`src/rtl/rsa_addsub_arb_if.sv`:
```
// rsa_addsub_arb_if
// Bundles the requester-side and add/sub-unit-side signals of the
// rsa_addsub_arb arbiter into one interface.
//   slave  modport : seen by the arbiter (requests and unit status in,
//                    grant / start / select / completion out)
//   master modport : seen by the requesters and the add/sub unit
// Signals:
//   iReq, iReqSub        per-requester request level and add(0)/sub(1) select
//   oGnt, oSel           one-hot grant and its binary index
//   oAsStart, oAsAddSub  start pulse and op select to the add/sub unit
//   iAsShift, iAsDone    unit's shift enable and done flag
//   oReqShift            shift enable routed to the granted requester
//   oReqDone             one-cycle completion pulse per requester
//   oBusy, oErr          operation in progress, sticky protocol error
interface rsa_addsub_arb_if #(
    parameter int NREQ = 2,
    parameter int SELW = 1
);
    logic [NREQ-1:0] iReq;
    logic [NREQ-1:0] iReqSub;
    logic [NREQ-1:0] oGnt;
    logic [SELW-1:0] oSel;
    logic            oAsStart;
    logic            oAsAddSub;
    logic            iAsShift;
    logic            iAsDone;
    logic [NREQ-1:0] oReqShift;
    logic [NREQ-1:0] oReqDone;
    logic            oBusy;
    logic            oErr;

    modport slave (
        input  iReq, iReqSub, iAsShift, iAsDone,
        output oGnt, oSel, oAsStart, oAsAddSub, oReqShift, oReqDone, oBusy, oErr
    );

    modport master (
        output iReq, iReqSub, iAsShift, iAsDone,
        input  oGnt, oSel, oAsStart, oAsAddSub, oReqShift, oReqDone, oBusy, oErr
    );
endinterface

```
`src/rtl/rsa_addsub_arb.sv`:
```
// rsa_addsub_arb
// Round-robin arbiter and sequencer sharing one word-serial 32-bit add/sub
// unit between NREQ requesters. Each granted operation streams NWORDS words
// (one 1024-bit add or subtract at the default size).
// Ports:
//   iClk   clock
//   iRstn  asynchronous active-low reset
//   bus    rsa_addsub_arb_if.slave: requests, grant, unit start/select,
//          shift routing, completion, busy and sticky error
// Parameters:
//   NREQ   number of requesters (2..8)
//   NWORDS words per operation, equal to the unit's counter period
//   SELW   width of oSel, clog2(NREQ) with a minimum of 1
module rsa_addsub_arb #(
    parameter int NREQ   = 2,
    parameter int NWORDS = 32,
    parameter int SELW   = 1
) (
    input logic                iClk,
    input logic                iRstn,
    rsa_addsub_arb_if.slave    bus
);

    localparam int            CW   = (NWORDS > 1) ? $clog2(NWORDS) : 1;
    localparam logic [CW-1:0] LAST = CW'(NWORDS - 1);

    localparam logic [0:0] IDLE = 1'b0;
    localparam logic [0:0] RUN  = 1'b1;

    logic [0:0]      state;
    logic [CW-1:0]   count;
    logic [SELW-1:0] ptr;
    logic [SELW-1:0] sel;
    logic [NREQ-1:0] gnt;
    logic [NREQ-1:0] req_done;
    logic            start;
    logic            add_sub;
    logic            err;

    logic [NREQ-1:0] masked;
    logic [SELW-1:0] win;
    logic [SELW-1:0] idx_sel;
    logic [NREQ-1:0] win_onehot;
    logic            win_valid;
    int              idx;

    // A requester finishing this cycle is masked out so it cannot be
    // regranted straight away; the search then walks upward from the
    // requester after the last winner and wraps, which gives round-robin.
    always_comb begin
        masked     = bus.iReq & ~req_done;
        win        = '0;
        win_valid  = 1'b0;
        idx        = 0;
        idx_sel    = '0;
        for (int k = 1; k <= NREQ; k++) begin
            idx = int'(ptr) + k;
            if (idx >= NREQ) begin
                idx = idx - NREQ;
            end
            idx_sel = SELW'(idx);
            if (!win_valid && masked[idx_sel]) begin
                win       = idx_sel;
                win_valid = 1'b1;
            end
        end
        win_onehot = win_valid ? (NREQ'(1) << win) : '0;
    end

    // Sequencer: IDLE grants and fires the start pulse, RUN counts words
    // and ends either on the expected done or on any done/count disagreement,
    // which is closed out like a normal end but latches the error flag.
    always_ff @(posedge iClk or negedge iRstn) begin
        if (!iRstn) begin
            state    <= IDLE;
            count    <= '0;
            ptr      <= SELW'(NREQ - 1);
            sel      <= '0;
            gnt      <= '0;
            req_done <= '0;
            start    <= 1'b0;
            add_sub  <= 1'b0;
            err      <= 1'b0;
        end else begin
            start    <= 1'b0;
            req_done <= '0;
            case (state)
                IDLE: begin
                    if (win_valid) begin
                        gnt     <= win_onehot;
                        sel     <= win;
                        add_sub <= bus.iReqSub[win];
                        ptr     <= win;
                        start   <= 1'b1;
                        count   <= '0;
                        state   <= RUN;
                    end
                end
                RUN: begin
                    count <= count + CW'(1);
                    if (bus.iAsDone || (count == LAST)) begin
                        if (!(bus.iAsDone && (count == LAST))) begin
                            err <= 1'b1;
                        end
                        state    <= IDLE;
                        req_done <= gnt;
                        gnt      <= '0;
                        add_sub  <= 1'b0;
                    end
                end
                default: begin
                    state <= IDLE;
                end
            endcase
        end
    end

    assign bus.oGnt      = gnt;
    assign bus.oSel      = sel;
    assign bus.oAsStart  = start;
    assign bus.oAsAddSub = add_sub;
    assign bus.oReqDone  = req_done;
    assign bus.oErr      = err;
    assign bus.oBusy     = (state == RUN);
    assign bus.oReqShift = {NREQ{bus.iAsShift}} & gnt;

endmodule

```
`src/flat_wrapper.sv`:
```
// flat-port wrapper written by rule: the top's interface ports become plain ports
module rsa_addsub_arb_flat 
#(
    parameter int NREQ   = 2,
    parameter int NWORDS = 32,
    parameter int SELW   = 1
)
  (iClk, iRstn, bus_iReq, bus_iReqSub, bus_iAsShift, bus_iAsDone, bus_oGnt, bus_oSel, bus_oAsStart, bus_oAsAddSub, bus_oReqShift, bus_oReqDone, bus_oBusy, bus_oErr);
  rsa_addsub_arb_if #(.NREQ(NREQ), .SELW(SELW)) bus_i ();
  input logic iClk;
  input logic iRstn;
  input wire logic [$bits(bus_i.iReq)-1:0] bus_iReq;
  input wire logic [$bits(bus_i.iReqSub)-1:0] bus_iReqSub;
  input wire logic [$bits(bus_i.iAsShift)-1:0] bus_iAsShift;
  input wire logic [$bits(bus_i.iAsDone)-1:0] bus_iAsDone;
  output wire logic [$bits(bus_i.oGnt)-1:0] bus_oGnt;
  output wire logic [$bits(bus_i.oSel)-1:0] bus_oSel;
  output wire logic [$bits(bus_i.oAsStart)-1:0] bus_oAsStart;
  output wire logic [$bits(bus_i.oAsAddSub)-1:0] bus_oAsAddSub;
  output wire logic [$bits(bus_i.oReqShift)-1:0] bus_oReqShift;
  output wire logic [$bits(bus_i.oReqDone)-1:0] bus_oReqDone;
  output wire logic [$bits(bus_i.oBusy)-1:0] bus_oBusy;
  output wire logic [$bits(bus_i.oErr)-1:0] bus_oErr;
  assign bus_i.iReq = bus_iReq;
  assign bus_i.iReqSub = bus_iReqSub;
  assign bus_i.iAsShift = bus_iAsShift;
  assign bus_i.iAsDone = bus_iAsDone;
  assign bus_oGnt = bus_i.oGnt;
  assign bus_oSel = bus_i.oSel;
  assign bus_oAsStart = bus_i.oAsStart;
  assign bus_oAsAddSub = bus_i.oAsAddSub;
  assign bus_oReqShift = bus_i.oReqShift;
  assign bus_oReqDone = bus_i.oReqDone;
  assign bus_oBusy = bus_i.oBusy;
  assign bus_oErr = bus_i.oErr;
  rsa_addsub_arb #(.NREQ(NREQ), .NWORDS(NWORDS), .SELW(SELW)) u_core (.iClk(iClk), .iRstn(iRstn), .bus(bus_i));
endmodule
```
`config.mk`:
```
export PLATFORM = sky130hd
export DESIGN_NAME = rsa_addsub_arb_flat
export DESIGN_NICKNAME = d
export VERILOG_FILES = /design/src/rtl/rsa_addsub_arb_if.sv /design/src/rtl/rsa_addsub_arb.sv /design/src/flat_wrapper.sv
export SDC_FILE = /design/constraint.sdc
export NUM_CORES = 1
export LEC_CHECK = 0
export ABC_AREA = 1
export BUFFER_PORTS_ARGS = -buffer_cell sky130_fd_sc_hd__buf_2
export CORE_MARGIN = 4
export CORE_UTILIZATION = 42
export CTS_BUF_LIST = sky130_fd_sc_hd__clkbuf_4 sky130_fd_sc_hd__clkbuf_8
export CTS_CLUSTER_DIAMETER = 80
export DETAILED_ROUTE_END_ITERATION = 10
export GPL_TIMING_DRIVEN = 1
export PLACE_DENSITY = 0.66
export SYNTH_ARGS = -nofsm -noshare
export SYNTH_HDL_FRONTEND = slang
export SYNTH_SLANG_ARGS = --single-unit
```
`constraint.sdc`:
```
create_clock -name iClk -period 1.7 [get_ports iClk]
set_input_delay 0.085 -clock iClk [delete_from_list [all_inputs] [get_ports iClk]]
set_output_delay 0.085 -clock iClk [all_outputs]
set_load 0.02 [all_outputs]
```
==> impl_metrics.tcl <==
set metrics [dict create \
    placed_area_um2 801 \
    period_share 0.972 \
    cp-end-kind "register" \
    clock_latency_ns 0.28 \
    p_per_area_nw_per_um2 1530 \
    path_buf_inv 1 \
    status "complete, no violations" \
    synth_edf_count 0 \
    slew_violations 0 \
    drc 0 \
    max_freq_mhz 605 \
    tightestPinTransition_ns 0.336 \
    layout.nets 116 \
    cp_top_family "simple AND/OR/NAND/NOR gates" \
    clkSinkCount 15 \
    synth_area_um2 702 \
    seq_area_frac_synth 0.537 \
    hold_viol 0 \
    seqCellArea_um2 377 \
    setup_viol 0 \
    drtIter0Drc 11 \
    coreArea_um2 1540 \
    fin_total_pwr_uw 1350 \
    cp.depth 9 \
    antenna_found_initial 0 \
    grt_max_degree 16 \
    worstPathRequired_ns 1.87 \
    yosysMostFrequentCell "nand2_1" \
    cts_tree "built" \
    grt_pass1_wl_um 2370 \
    crit_path_start "u_core.count[1]" \
    yosysTopAreaCell "dfrtp_1" \
    yosys-top-cells-count "nand2_1, dfrtp_1, inv_1" \
    top_level_ports 19 \
    postSynthCellCount 78 \
    syn_avg_cell_area_um2 9.00 \
    slowest_stage "dfrtp_1" \
    r2r-end "u_core.bus.oAsAddSub" \
    area_delta_synth_final_pct 25.0 \
    cp_max_fo 4 \
    synth_cell_type_count 16 \
    rows 14 \
    die_area_um2 2390 \
    leakage_uw 0.000490 \
    start_util 0.455 \
    vias 582 \
    cp-endpoint "u_core.bus.oAsAddSub" \
    slowest_delay_ns 0.39 \
    place.gp.congestion 0.761 \
    yosys_warnings 0 \
    clk_pin_slew_ns 0.08 \
    drv_cap 0 \
    portBuffers 18 \
    clockBufferDepth 2 \
    drive_above_1_share 0.359 \
    fillCellCount 142 \
    cp_cell_sequence "ha_2, nand2_2, nor2_2, ha_2, inv_1, ha_1, or2_4, nand3_2, nand3_2" \
    routedWlPerCell_um 11.5 \
    r2r_slack_ns 0.05 \
    multi_input_area_um2 280 \
    finalCriticalPeriod_ns 1.65 \
    ys_seq_elements 15 \
    die_w_um 48.9 \
    htreeDepth 1 \
    hp-class "in2reg" \
    synthesis.nets 90 \
    die_y_um 48.9 \
    grt.total_usage 0.126 \
    async_reset_ff_frac 1.00 \
    finClkSkew_ns 0.00233 \
    drtPass1Iterations 4 \
    grt.overflow.total 0 \
    cts_root_buf "clkbuf_4" \
    slew_headroom 0.776 \
    arrival_ns 1.82 \
    r2r_cells 9 \
    drtAntennaViolNets 0 \
    wl_um 1370 \
    worstHoldStart "bus_iReqSub[0]" \
    dpl.hpwl_um 990 \
    start_kind "register" \
    cts-buffers-inserted 3 \
    worst-setup-path-type "reg2reg" \
    fin_area_um2 877 \
    yosysTopAreaCellShare 0.499 \
    synth-main-ff-cell "dfrtp_1" \
    synth_area_leaders "dfrtp_1, nand2_1, ha_1" \
    peakVddDrop_mv 0.712 \
    antenna_cells 0 \
    vias_per_cell 4.89 \
    rr_startpoint "u_core.count[1]" \
    grt_pass1_vias 553 \
]
## how the worst min path moves through the flow
stage                           endpoint  cells past startpoint
floorplan           u_core.bus.oAsAddSub                      0
global placement      u_core.bus.oGnt[1]                      1
detailed placement    u_core.bus.oGnt[1]                      1
CTS                 u_core.bus.oAsAddSub                      3
global route        u_core.bus.oAsAddSub                      3
finish              u_core.bus.oAsAddSub                      3
## routing by layer
metal,vias to the layer above,routed length (um),track usage
met2,21,601,0.189
met3,4,102,0.0428
met1,262,644,0.153
met4,0,23,0.0807
li1,295,-,-
met5,-,0,0
## power breakdown
part           switching (uW)  internal [uW]
clock                     108            107
combinational             345            208
sequential               97.3            481
total                     551            795
## kinds of logic after synthesis
group                    share of synthesized area
AO/OA/AOI/OAI                               0.0463
adder cells (fa/ha/maj)                     0.0713
buffers and inverters                       0.0838
flip-flops                                   0.537
AND/OR/NAND/NOR                              0.262
## worst register-to-register path: stages (launching register included)
cell,delay [ns]
dfrtp_1,0.39
ha_2,0.21
nand2_2,0.07
nor2_2,0.11
ha_2,0.16
inv_1,0.05
ha_1,0.17
or2_4,0.25
nand3_2,0.08
nand3_2,0.06
## per-stage QoR
stage          setup TNS (ns)  utilization  instances  worst slack, ns  hold WS (ns)
2_1_floorplan               0            -         78            0.172        -0.211
3_3_place_gp                0        0.519        111            0.139      0.000968
3_5_place_dp                0        0.519        111           0.0668        0.0116
4_1_cts                     0        0.545        116           0.0466        0.0792
5_1_grt               -0.0486        0.569        119          -0.0204        0.0783
6_report                    0        0.569        119           0.0480        0.0891
## state kept, by name, indices dropped and copies added, names as in the netlist
signal                cells
u_core.count              5
u_core.bus.oGnt           2
u_core.bus.oReqDone       2
u_core.bus.oAsAddSub      1
u_core.bus.oAsStart       1
u_core.bus.oBusy          1
u_core.bus.oErr           1
u_core.bus.oSel           1
u_core.ptr                1
## what timing repair did
item                                   in CTS  in global routing
setup buffers                               0                  3
hold buffers                                1                  0
setup endpoints to repair                   0                  3
resized for setup                           0                  5
endpoints found under the hold margin      15                  0
## final cells by class
type                       count  area share
timing repair buffer          22       0.140
inverter                      12      0.0542
tap                           16      0.0228
sequential                    15       0.429
clock buffer                   4      0.0342
multi-input combinational     50       0.320
## placed cells by master, fill, tap and decap left out, drive strengths merged
cell type / synthesis / routed
dfrtp: 14 / 14
a21o: 1 / 1
inv: 12 / 12
or2: 1 / 1
dfstp: 1 / 1
dlygate4sd3: 0 / 1
nor2: 6 / 6
nand2: 25 / 25
clkbuf: 0 / 4
buf: 1 / 21
ha: 4 / 4
nand4: 3 / 3
nand3: 5 / 5
o21ai: 5 / 5
No activity file was read; power rests on OpenSTA's default activity.
